## src/rtl/peripheral_spram_arbiter_if.sv

```systemverilog
// Requester-side bus of the SPRAM arbiter: request/grant handshake plus a
// one-cycle-delayed response channel.
interface peripheral_spram_arbiter_if #(
  parameter int unsigned AW = 6,
  parameter int unsigned DW = 16
);
  logic          req;
  logic [AW-1:0] addr;
  logic [DW-1:0] din;
  logic [1:0]    wen;
  logic          gnt;
  logic          rvalid;
  logic          err;
  logic [DW-1:0] rdata;

  modport master (output req, addr, din, wen, input gnt, rvalid, err, rdata);
  modport slave  (input req, addr, din, wen, output gnt, rvalid, err, rdata);
endinterface

```

## src/rtl/peripheral_spram_arbiter.sv

```systemverilog
// Round-robin two-port arbiter in front of a single-port SPRAM macro; one
// access per cycle, out-of-range words answered with an error and no RAM cycle.
module peripheral_spram_arbiter #(
  parameter int unsigned AW       = 6,
  parameter int unsigned DW       = 16,
  parameter int unsigned MEM_SIZE = 256
) (
  input  logic                         ram_clk,
  input  logic                         ram_rst_n,
  peripheral_spram_arbiter_if.slave    a,
  peripheral_spram_arbiter_if.slave    b,
  output logic [AW-1:0]                ram_addr,
  output logic [DW-1:0]                ram_din,
  output logic                         ram_cen,
  output logic [1:0]                   ram_wen,
  input  logic [DW-1:0]                ram_dout
);

  localparam int unsigned VALID_WORDS = MEM_SIZE / (DW / 8);

  typedef enum logic {PORT_A = 1'b0, PORT_B = 1'b1} port_e;

  port_e         last, last_nxt;
  logic          pend_a, pend_b, pend_rd, pend_err;
  logic          pend_a_nxt, pend_b_nxt, pend_rd_nxt, pend_err_nxt;
  logic          grant_a, grant_b, oor;
  logic [AW-1:0] win_addr;
  logic [DW-1:0] win_din;
  logic [1:0]    win_wen;

  // Pointer and response tags; reset drops any response still in flight.
  always_ff @(posedge ram_clk or negedge ram_rst_n) begin
    if (!ram_rst_n) begin
      last     <= PORT_B;
      pend_a   <= 1'b0;
      pend_b   <= 1'b0;
      pend_rd  <= 1'b0;
      pend_err <= 1'b0;
    end else begin
      last     <= last_nxt;
      pend_a   <= pend_a_nxt;
      pend_b   <= pend_b_nxt;
      pend_rd  <= pend_rd_nxt;
      pend_err <= pend_err_nxt;
    end
  end

  // Arbitration: sole requester wins, on contention the port not served last.
  always_comb begin
    grant_a  = 1'b0;
    grant_b  = 1'b0;
    last_nxt = last;
    if (ram_rst_n) begin
      if (a.req && (!b.req || last == PORT_B)) grant_a = 1'b1;
      else if (b.req)                          grant_b = 1'b1;
    end
    if (grant_a)      last_nxt = PORT_A;
    else if (grant_b) last_nxt = PORT_B;
  end

  assign win_addr = grant_b ? b.addr : a.addr;
  assign win_din  = grant_b ? b.din  : a.din;
  assign win_wen  = grant_b ? b.wen  : a.wen;

  // When the address space fits inside the RAM no word can be out of range.
  generate
    if ((64'(1) << AW) <= 64'(VALID_WORDS)) begin : g_no_range
      assign oor = 1'b0;
    end else begin : g_range
      assign oor = (win_addr >= AW'(VALID_WORDS));
    end
  endgenerate

  // RAM port drive and response tags for next cycle.
  always_comb begin
    ram_cen      = 1'b1;
    ram_wen      = 2'b11;
    ram_addr     = a.addr;
    ram_din      = a.din;
    pend_a_nxt   = grant_a;
    pend_b_nxt   = grant_b;
    pend_rd_nxt  = (win_wen == 2'b11);
    pend_err_nxt = (grant_a || grant_b) && oor;
    if ((grant_a || grant_b) && !oor) begin
      ram_cen  = 1'b0;
      ram_wen  = win_wen;
      ram_addr = win_addr;
      ram_din  = win_din;
    end
  end

  assign a.gnt    = grant_a;
  assign b.gnt    = grant_b;
  assign a.rvalid = pend_a;
  assign b.rvalid = pend_b;
  assign a.err    = pend_a && pend_err;
  assign b.err    = pend_b && pend_err;
  assign a.rdata  = (pend_a && pend_rd && !pend_err) ? ram_dout : '0;
  assign b.rdata  = (pend_b && pend_rd && !pend_err) ? ram_dout : '0;

endmodule

```

## src/flat_wrapper.sv

```systemverilog
// flat-port wrapper written by rule: the top's interface ports become plain ports
module peripheral_spram_arbiter_flat 
#(
  parameter int unsigned AW       = 6,
  parameter int unsigned DW       = 16,
  parameter int unsigned MEM_SIZE = 256
)
  (ram_clk, ram_rst_n, ram_addr, ram_din, ram_cen, ram_wen, ram_dout, a_req, a_addr, a_din, a_wen, a_gnt, a_rvalid, a_err, a_rdata, b_req, b_addr, b_din, b_wen, b_gnt, b_rvalid, b_err, b_rdata);
  peripheral_spram_arbiter_if #(.AW(AW), .DW(DW)) a_i ();
  peripheral_spram_arbiter_if #(.AW(AW), .DW(DW)) b_i ();
  input  logic ram_clk;
  input  logic ram_rst_n;
  output logic [AW-1:0] ram_addr;
  output logic [DW-1:0] ram_din;
  output logic ram_cen;
  output logic [1:0] ram_wen;
  input  logic [DW-1:0] ram_dout;
  input wire logic [$bits(a_i.req)-1:0] a_req;
  input wire logic [$bits(a_i.addr)-1:0] a_addr;
  input wire logic [$bits(a_i.din)-1:0] a_din;
  input wire logic [$bits(a_i.wen)-1:0] a_wen;
  output wire logic [$bits(a_i.gnt)-1:0] a_gnt;
  output wire logic [$bits(a_i.rvalid)-1:0] a_rvalid;
  output wire logic [$bits(a_i.err)-1:0] a_err;
  output wire logic [$bits(a_i.rdata)-1:0] a_rdata;
  input wire logic [$bits(b_i.req)-1:0] b_req;
  input wire logic [$bits(b_i.addr)-1:0] b_addr;
  input wire logic [$bits(b_i.din)-1:0] b_din;
  input wire logic [$bits(b_i.wen)-1:0] b_wen;
  output wire logic [$bits(b_i.gnt)-1:0] b_gnt;
  output wire logic [$bits(b_i.rvalid)-1:0] b_rvalid;
  output wire logic [$bits(b_i.err)-1:0] b_err;
  output wire logic [$bits(b_i.rdata)-1:0] b_rdata;
  assign a_i.req = a_req;
  assign a_i.addr = a_addr;
  assign a_i.din = a_din;
  assign a_i.wen = a_wen;
  assign a_gnt = a_i.gnt;
  assign a_rvalid = a_i.rvalid;
  assign a_err = a_i.err;
  assign a_rdata = a_i.rdata;
  assign b_i.req = b_req;
  assign b_i.addr = b_addr;
  assign b_i.din = b_din;
  assign b_i.wen = b_wen;
  assign b_gnt = b_i.gnt;
  assign b_rvalid = b_i.rvalid;
  assign b_err = b_i.err;
  assign b_rdata = b_i.rdata;
  peripheral_spram_arbiter #(.AW(AW), .DW(DW), .MEM_SIZE(MEM_SIZE)) u_core (.ram_clk(ram_clk), .ram_rst_n(ram_rst_n), .a(a_i), .b(b_i), .ram_addr(ram_addr), .ram_din(ram_din), .ram_cen(ram_cen), .ram_wen(ram_wen), .ram_dout(ram_dout));
endmodule
```

## config.mk

```make
export PLATFORM = sky130hd
export DESIGN_NAME = peripheral_spram_arbiter_flat
export DESIGN_NICKNAME = d
export VERILOG_FILES = /design/src/rtl/peripheral_spram_arbiter_if.sv /design/src/rtl/peripheral_spram_arbiter.sv /design/src/flat_wrapper.sv
export SDC_FILE = /design/constraint.sdc
export NUM_CORES = 1
export LEC_CHECK = 0
export ABC_AREA = 0
export CORE_MARGIN = 3
export CORE_UTILIZATION = 24
export DETAILED_ROUTE_END_ITERATION = 10
export GPL_ROUTABILITY_DRIVEN = 0
export MAX_ROUTING_LAYER = met4
export PLACE_DENSITY = 0.88
export REMOVE_ABC_BUFFERS = 1
export SETUP_SLACK_MARGIN = 0.05
export SYNTH_ARGS = -nofsm -noshare
export SYNTH_HDL_FRONTEND = slang
export SYNTH_SLANG_ARGS = --single-unit
```

## constraint.sdc

```tcl
create_clock -name ram_clk -period 3.3 [get_ports ram_clk]
set_input_delay 0.66 -clock ram_clk [delete_from_list [all_inputs] [get_ports ram_clk]]
set_output_delay 0.66 -clock ram_clk [all_outputs]
set_load 0.02 [all_outputs]
```

==> results by group, run 1 <==
Run status
  – Status: completed

Critical path
  – Worst r2r path cells: 4
  – Reg-to-reg critical path startpoint: u_core.last
  – CP endpoint kind: output pin
  – RR Endpoint: u_core.pend_rd
  – Worst Path Arrival: 2.41 ns
  – Startpoint types: input port
  – CP most frequent cell: clkdlybuf4s50_1
  – R2R setup slack: slightly above 2 ns
  – Crit path cell chain: clkdlybuf4s50_1 -> nand2_1 -> or2_1 -> buf_4 -> inv_1 -> clkdlybuf4s50_1
  – Crit path required time: between 2 and 3 ns
  – Crit path kind: in2out
  – Critical path peak fanout: 6
  – Max incr delay on CP: approximately 0.61 ns
  – Worst path slowest cell: clkdlybuf4s50_1

Timing
  – Max Slew Vio Count: 0
  – Hold_ws: between 0.5 and 0.6 ns
  – Rel. slew slack: between 50% and 60%
  – Max Fclk: 326 MHz
  – Final setup fails: 0
  – Minimum clock period after layout: slightly above 3 ns
  – Hold violation total from the final report: 0
  – Final period util: around 93%
  – Final worst clock skew: roughly 0.0065 ns
  – Setup TNS: 0 ns
  – Worst slew pin tran: 0.625 ns
  – Unrepaired setup endpoints after global routing: no

GRT
  – First-pass GRT wire length: ~5200 um
  – Largest net degree at the start of global routing: 33
  – GRT overflow: 0
  – Tot GR Track Use: 16.5%
  – Initial antenna violation count: 0
  – Number of global-route vias before repair: about 1.2k

Logic synthesis
  – Synth cell types: 20
  – Compound-Gate Fraction of Synth Area: 4.11%
  – Synth Area in Simple Gates: roughly a third
  – Synth Register Bits: 4
  – Mapped Area: between 700 and 800 um2
  – Seq/Total Area, Yosys: approximately an eighth
  – Syn avg cell area: just over 9 um2
  – Main combinational cell family by area after synthesis: multiplexers
  – Synth Instances: 86
  – Yosys top cell by area: mux2_4
  – Ranking of synthesized cells by area: mux2_4 (30%), and3_1 (25%), dfrtp_1 (9.5%), mux2_2 (8.5%), dfstp_2 (3.3%)
  – Post-synthesis adder-cell area fraction: 0%
  – Synth top area share: 30.3%
  – Yosys warning count: 0
  – Synth Area in XOR/XNOR: 0%
  – Multiplexer area fraction after synthesis: between 40% and 50%

Route
  – Post-DRT Antenna Nets: 0
  – Drt drc: 0
  – Vias per cell: approximately 4.5
  – Vias: approximately 1.2k
  – DR iter-0 viols: 31
  – Router iterations before antenna repair: 4
  – Wirelength per Cell: roughly 14 um
  – Final wirelength: about 3500 um

Layout
  – NumNets Final: between 200 and 300
  – Area growth, synth to finish: 171%
  – Antenna diode count: 0
  – Fin cells: 256
  – Share of layout cells above drive strength 1: roughly 14%

Place
  – Hpwl dp: 3070 um
  – Port buffer count: ~130
  – Placed insts: around 250

Clock network
  – Clock slew at the register clock pins of the worst setup and hold paths: approximately 0.04 ns
  – Post-CTS Setup Inserts: 0
  – Hold buffers post-CTS: 0
  – Clk root buf: clkbuf_4
  – Worst-Skew Late Latency: 0.23 ns
  – CTS H-tree lvls: 1
  – Clock tree sinks: 4
  – CTS Buffer Depth: 2
  – CTS Buf Count: 3
  – TritonCTS clock tree: built

Job
  – Max-Cap Viols: 0

Die
  – Core ar.: 0.00310 mm2
  – Initial Util: around a quarter
  – Die height: about 63 um
  – Ports: ~130
  – Die width: approximately 63 um
  – Row count: 20
  – Die area: 0.00403 mm2

Min path
  – HP Class: reg2reg
  – Hold worst-path end: u_core.last
  – Min-delay src: u_core.last
  – Hold-critical path depth: 2

Pwr
  – Pwr dens: roughly 190 mW/mm2
  – Leakage Power: ~1.1 nW
  – Max VDD drop: approximately 0.15 mV
  – Power after layout: approximately 0.40 mW
[per-layer routing]
layer	global-route usage [%]	routed length [um]
met5	-	0
met1	16.1	1160
met4	2.43	0
met3	5.53	419
met2	31.8	1960
[Yosys cell counts]
library cell / number
dfrtp_1: 3
and2_4: 1
buf_4: 2
or2_1: 1
a21oi_1: 1
mux2_2: 6
dfstp_2: 1
buf_6: 1
and3_1: 32
inv_1: 2
mux2_4: 16
nand2_1: 5
o21ai_0: 2
a211o_1: 2
buf_12: 1
mux2i_1: 1
clkbuf_1: 5
nor3b_1: 2
buf_8: 1
conb_1: 1
[cell families after synthesis]
logic type | count (synthesis)
simple gates | 41
other cells | 1
compound gates | 5
mux | 23
buf+inv | 12
flops | 4
[cell type report]
cell class / count / area [um2]
timing repair buffer: 131 / 1350
fill: 243 / 960
multi-input combinational: 71 / 607
sequential: 4 / 101
tap: 44 / 55.1
clock buffer: 4 / 26.3
inverter: 2 / 7.51
[how the worst max path moves through the flow]
stage          start     endpoint  slack (ns)  depth (start not counted)
4_1_cts        b_req  ram_addr[0]        0.05                          6
2_1_floorplan  a_req  ram_addr[4]        0.56                          3
3_5_place_dp   b_req   ram_din[5]        0.03                          6
5_1_grt        b_req        b_gnt        0.14                          6
6_report       b_req        b_gnt        0.23                          6
3_3_place_gp   b_req   ram_din[5]        0.07                          6
[layout by cell type, fill, tap and decap left out, drive strengths merged]
master and instances:
or2 1, and2 1, nor3b 2, inv 2, dlygate4sd2 8, buf 3, nand2 5, and3 32
clkdlybuf4s50 104, dfrtp 3, mux2 22, a211o 2, conb 2, dfstp 1, clkbuf 4, a21oi 1
dlymetal6s2s 16, mux2i 1, o21ai 2
[metrics by stage]
step	area (um2)	worst slack, ns	util (%)
finish	2140	0.230	69.1
CTS	2100	0.0501	67.8
detailed placement	2090	0.0290	67.3
global route	2140	0.142	69.1
global placement	2090	0.0659	67.3
floorplan	716	0.561	-
[critical path, delay by kind of cell]
family,cells,cell delay [ns]
buf+inv,4,1.34
simple gates,2,0.39
[power by group]
group	switching, mW	internal (mW)
Sequential	0.0135	0.0560
Combinational	0.101	0.165
Clock	0.0196	0.0453
[sequential cells by signal, indices dropped and copies added, names as in the netlist]
name,flops
u_core.a.rvalid,1
u_core.pend_rd,1
u_core.last,1
u_core.b.rvalid,1
[what timing repair did]
item                                   4_1_cts  5_1_grt
endpoints found under the hold margin        0        0
resized for setup                            8       16
setup endpoints to repair                    8       16
Note: power is estimated with default switching activity, not from simulation.
==> run 2, diff against run 1 <==
Settings changed: CORE_MARGIN 3 to 2.
==> results by group, run 2 (synthesis gave the netlist of run 1 again) <==
Critical path
  – Critical path peak fanout: 26
  – CP endpoint kind: output pin
  – Crit path kind: in2out
  – Worst Path Arrival: around 2.6 ns
  – Startpoint types: input port
  – Crit path required time: roughly 2.6 ns

Die
  – Row count: 20
  – Die area: approximately 0.0038 mm2
  – Core ar.: between 0.003 and 0.004 mm2
  – Initial Util: about 26%
  – Die width: approximately 61 um
  – Ports: approximately 130
  – Die height: 61.4 um

Pwr
  – Combinational share of power: between 60% and 70%
  – P_int: between 0.2 and 0.3 mW
  – Switch share: between 30% and 40%
  – Max VDD drop: about 0.16 mV
  – Net load switching power: approximately 0.14 mW
  – Clock share of power: ~16%
  – Seq pwr share: 17.1%
  – Leakage Power: ~1.2 nW
  – Pwr dens: ~190 mW/mm2
  – Power after layout: 0.407 mW

Clock network
  – CTS Buffer Depth: 2
  – CTS H-tree lvls: 1
  – Clk root buf: clkbuf_4
  – Worst-Skew Late Latency: 0.24 ns
  – CTS Buf Count: 3
  – TritonCTS clock tree: built
  – Clock tree sinks: 4
  – Hold buffers post-CTS: 0
  – Clock slew at the register clock pins of the worst setup and hold paths: 0.04 ns

Job
  – Max-Cap Viols: 0

Layout
  – Most frequent cells in the layout: clkdlybuf4s50_1 (106), and3_1 (32), dlymetal6s2s_1 (22)
  – NumNets Final: around 280
  – Multi-input logic area: about 610 um2
  – Share of layout cells above drive strength 1: 14.2%
  – Commonest non-fill, non-tap cell in the layout: clkdlybuf4s50_1
  – Filler cell count: between 200 and 300
  – Final Core Density: a little over two thirds
  – Area growth, synth to finish: 174%
  – Finished Cell Area: 0.00217 mm2
  – Antenna diode count: 0
  – Register Area: between 100 and 150 um2

Timing
  – Worst slew pin tran: a little over 0.6 ns
  – Minimum clock period after layout: between 3 and 4 ns
  – Max Fclk: 312 MHz
  – Hold_ws: between 0.5 and 0.6 ns
  – Final period util: 97.2%
  – Unrepaired setup endpoints after global routing: no
  – Final worst clock skew: a little under 0.004 ns
  – Max Slew Vio Count: 0
  – Rel. slew slack: between 50% and 60%
  – Hold violation total from the final report: 0
  – Final setup fails: 0
  – Setup TNS: 0 ns

Route
  – Wirelength per Cell: 13.4 um
  – Router iterations before antenna repair: 4
  – Vias per cell: about 4.5
  – Final wirelength: 3440 um
  – Vias: around 1.1k
  – Drt drc: 0
  – DR iter-0 viols: 30
  – Post-DRT Antenna Nets: 0

GRT
  – Number of global-route vias before repair: around 1.1k
  – Grt met2 use: between 30% and 40%
  – Largest net degree at the start of global routing: 33
  – GRT overflow: 0
  – GR peak layer: met2
  – Tot GR Track Use: ~17%
  – First-pass GRT wire length: 4550 um
  – GR Util met1: approximately 15%
  – Initial antenna violation count: 0
  – M3 GR Usage: under 10%

Place
  – Port buffer count: approximately 130
  – Hpwl dp: roughly 3000 um
  – Post-Place Cell Area: 0.00209 mm2

Min path
  – HP Class: reg2reg

Run status
  – Status: completed
run 2: layout make-up:
class	count	area share, %
Clock buffer	4	1.21
Inverter	2	0.346
Multi-Input combinational cell	71	28.0
Sequential cell	4	4.67
Tap cell	44	2.54
Timing Repair Buffer	131	63.2
run 2: timing repair:
action / 4_1_cts / 5_1_grt
gates resized for setup: 0 / 22
endpoints found under the setup margin: 0 / 22
setup buffers: 0 / 0
run 2: path summary, 6_finish.rpt:
kind	startpoint	to	slack, ns	depth (start not counted)
max	b_req	ram_din[3]	0.09	6
min	u_core.last	u_core.last	0.51	2
max reg2reg	u_core.last	u_core.pend_rd	1.98	4
min reg2reg	u_core.last	u_core.last	0.51	2
max in group asynchronous	ram_rst_n	u_core.last	2.37	2
min in group asynchronous	ram_rst_n	u_core.pend_rd	0.73	2
run 2: critical path, cell delays in order:
cell and delay (ns):
clkdlybuf4s50_1 0.51, nand2_1 0.08, or2_1 0.26, buf_12 0.18
mux2_4 0.30, clkdlybuf4s50_1 0.54
run 2: per-stage QoR:
step | worst slack (ns) | cells
CTS | 0.0640 | 256
floorplan | 0.561 | 77
detailed placement | 0.0643 | 252
global route | 0.0503 | 256
global placement | 0.0877 | 252
finish | 0.0915 | 256
run 2: power by group through the flow:
stage | clock, mW | sequential, mW | combinational, mW
5_1_grt | 0.0708 | 0.0720 | 0.285
4_1_cts | 0.0695 | 0.0696 | 0.279
2_1_floorplan | 0 | 0.0676 | 0.113
3_3_place_gp | 0 | 0.0701 | 0.275
3_5_place_dp | 0 | 0.0700 | 0.278
6_report | 0.0660 | 0.0696 | 0.271
run 2: metal layers:
layer  share of wire, %  wire [um]  up-vias
li1                   -          -      564
met1                 32       1110      499
met2                 55       1910       80
met3                 12        413        2
met4               0.15          5        0
met5                  0          0        -
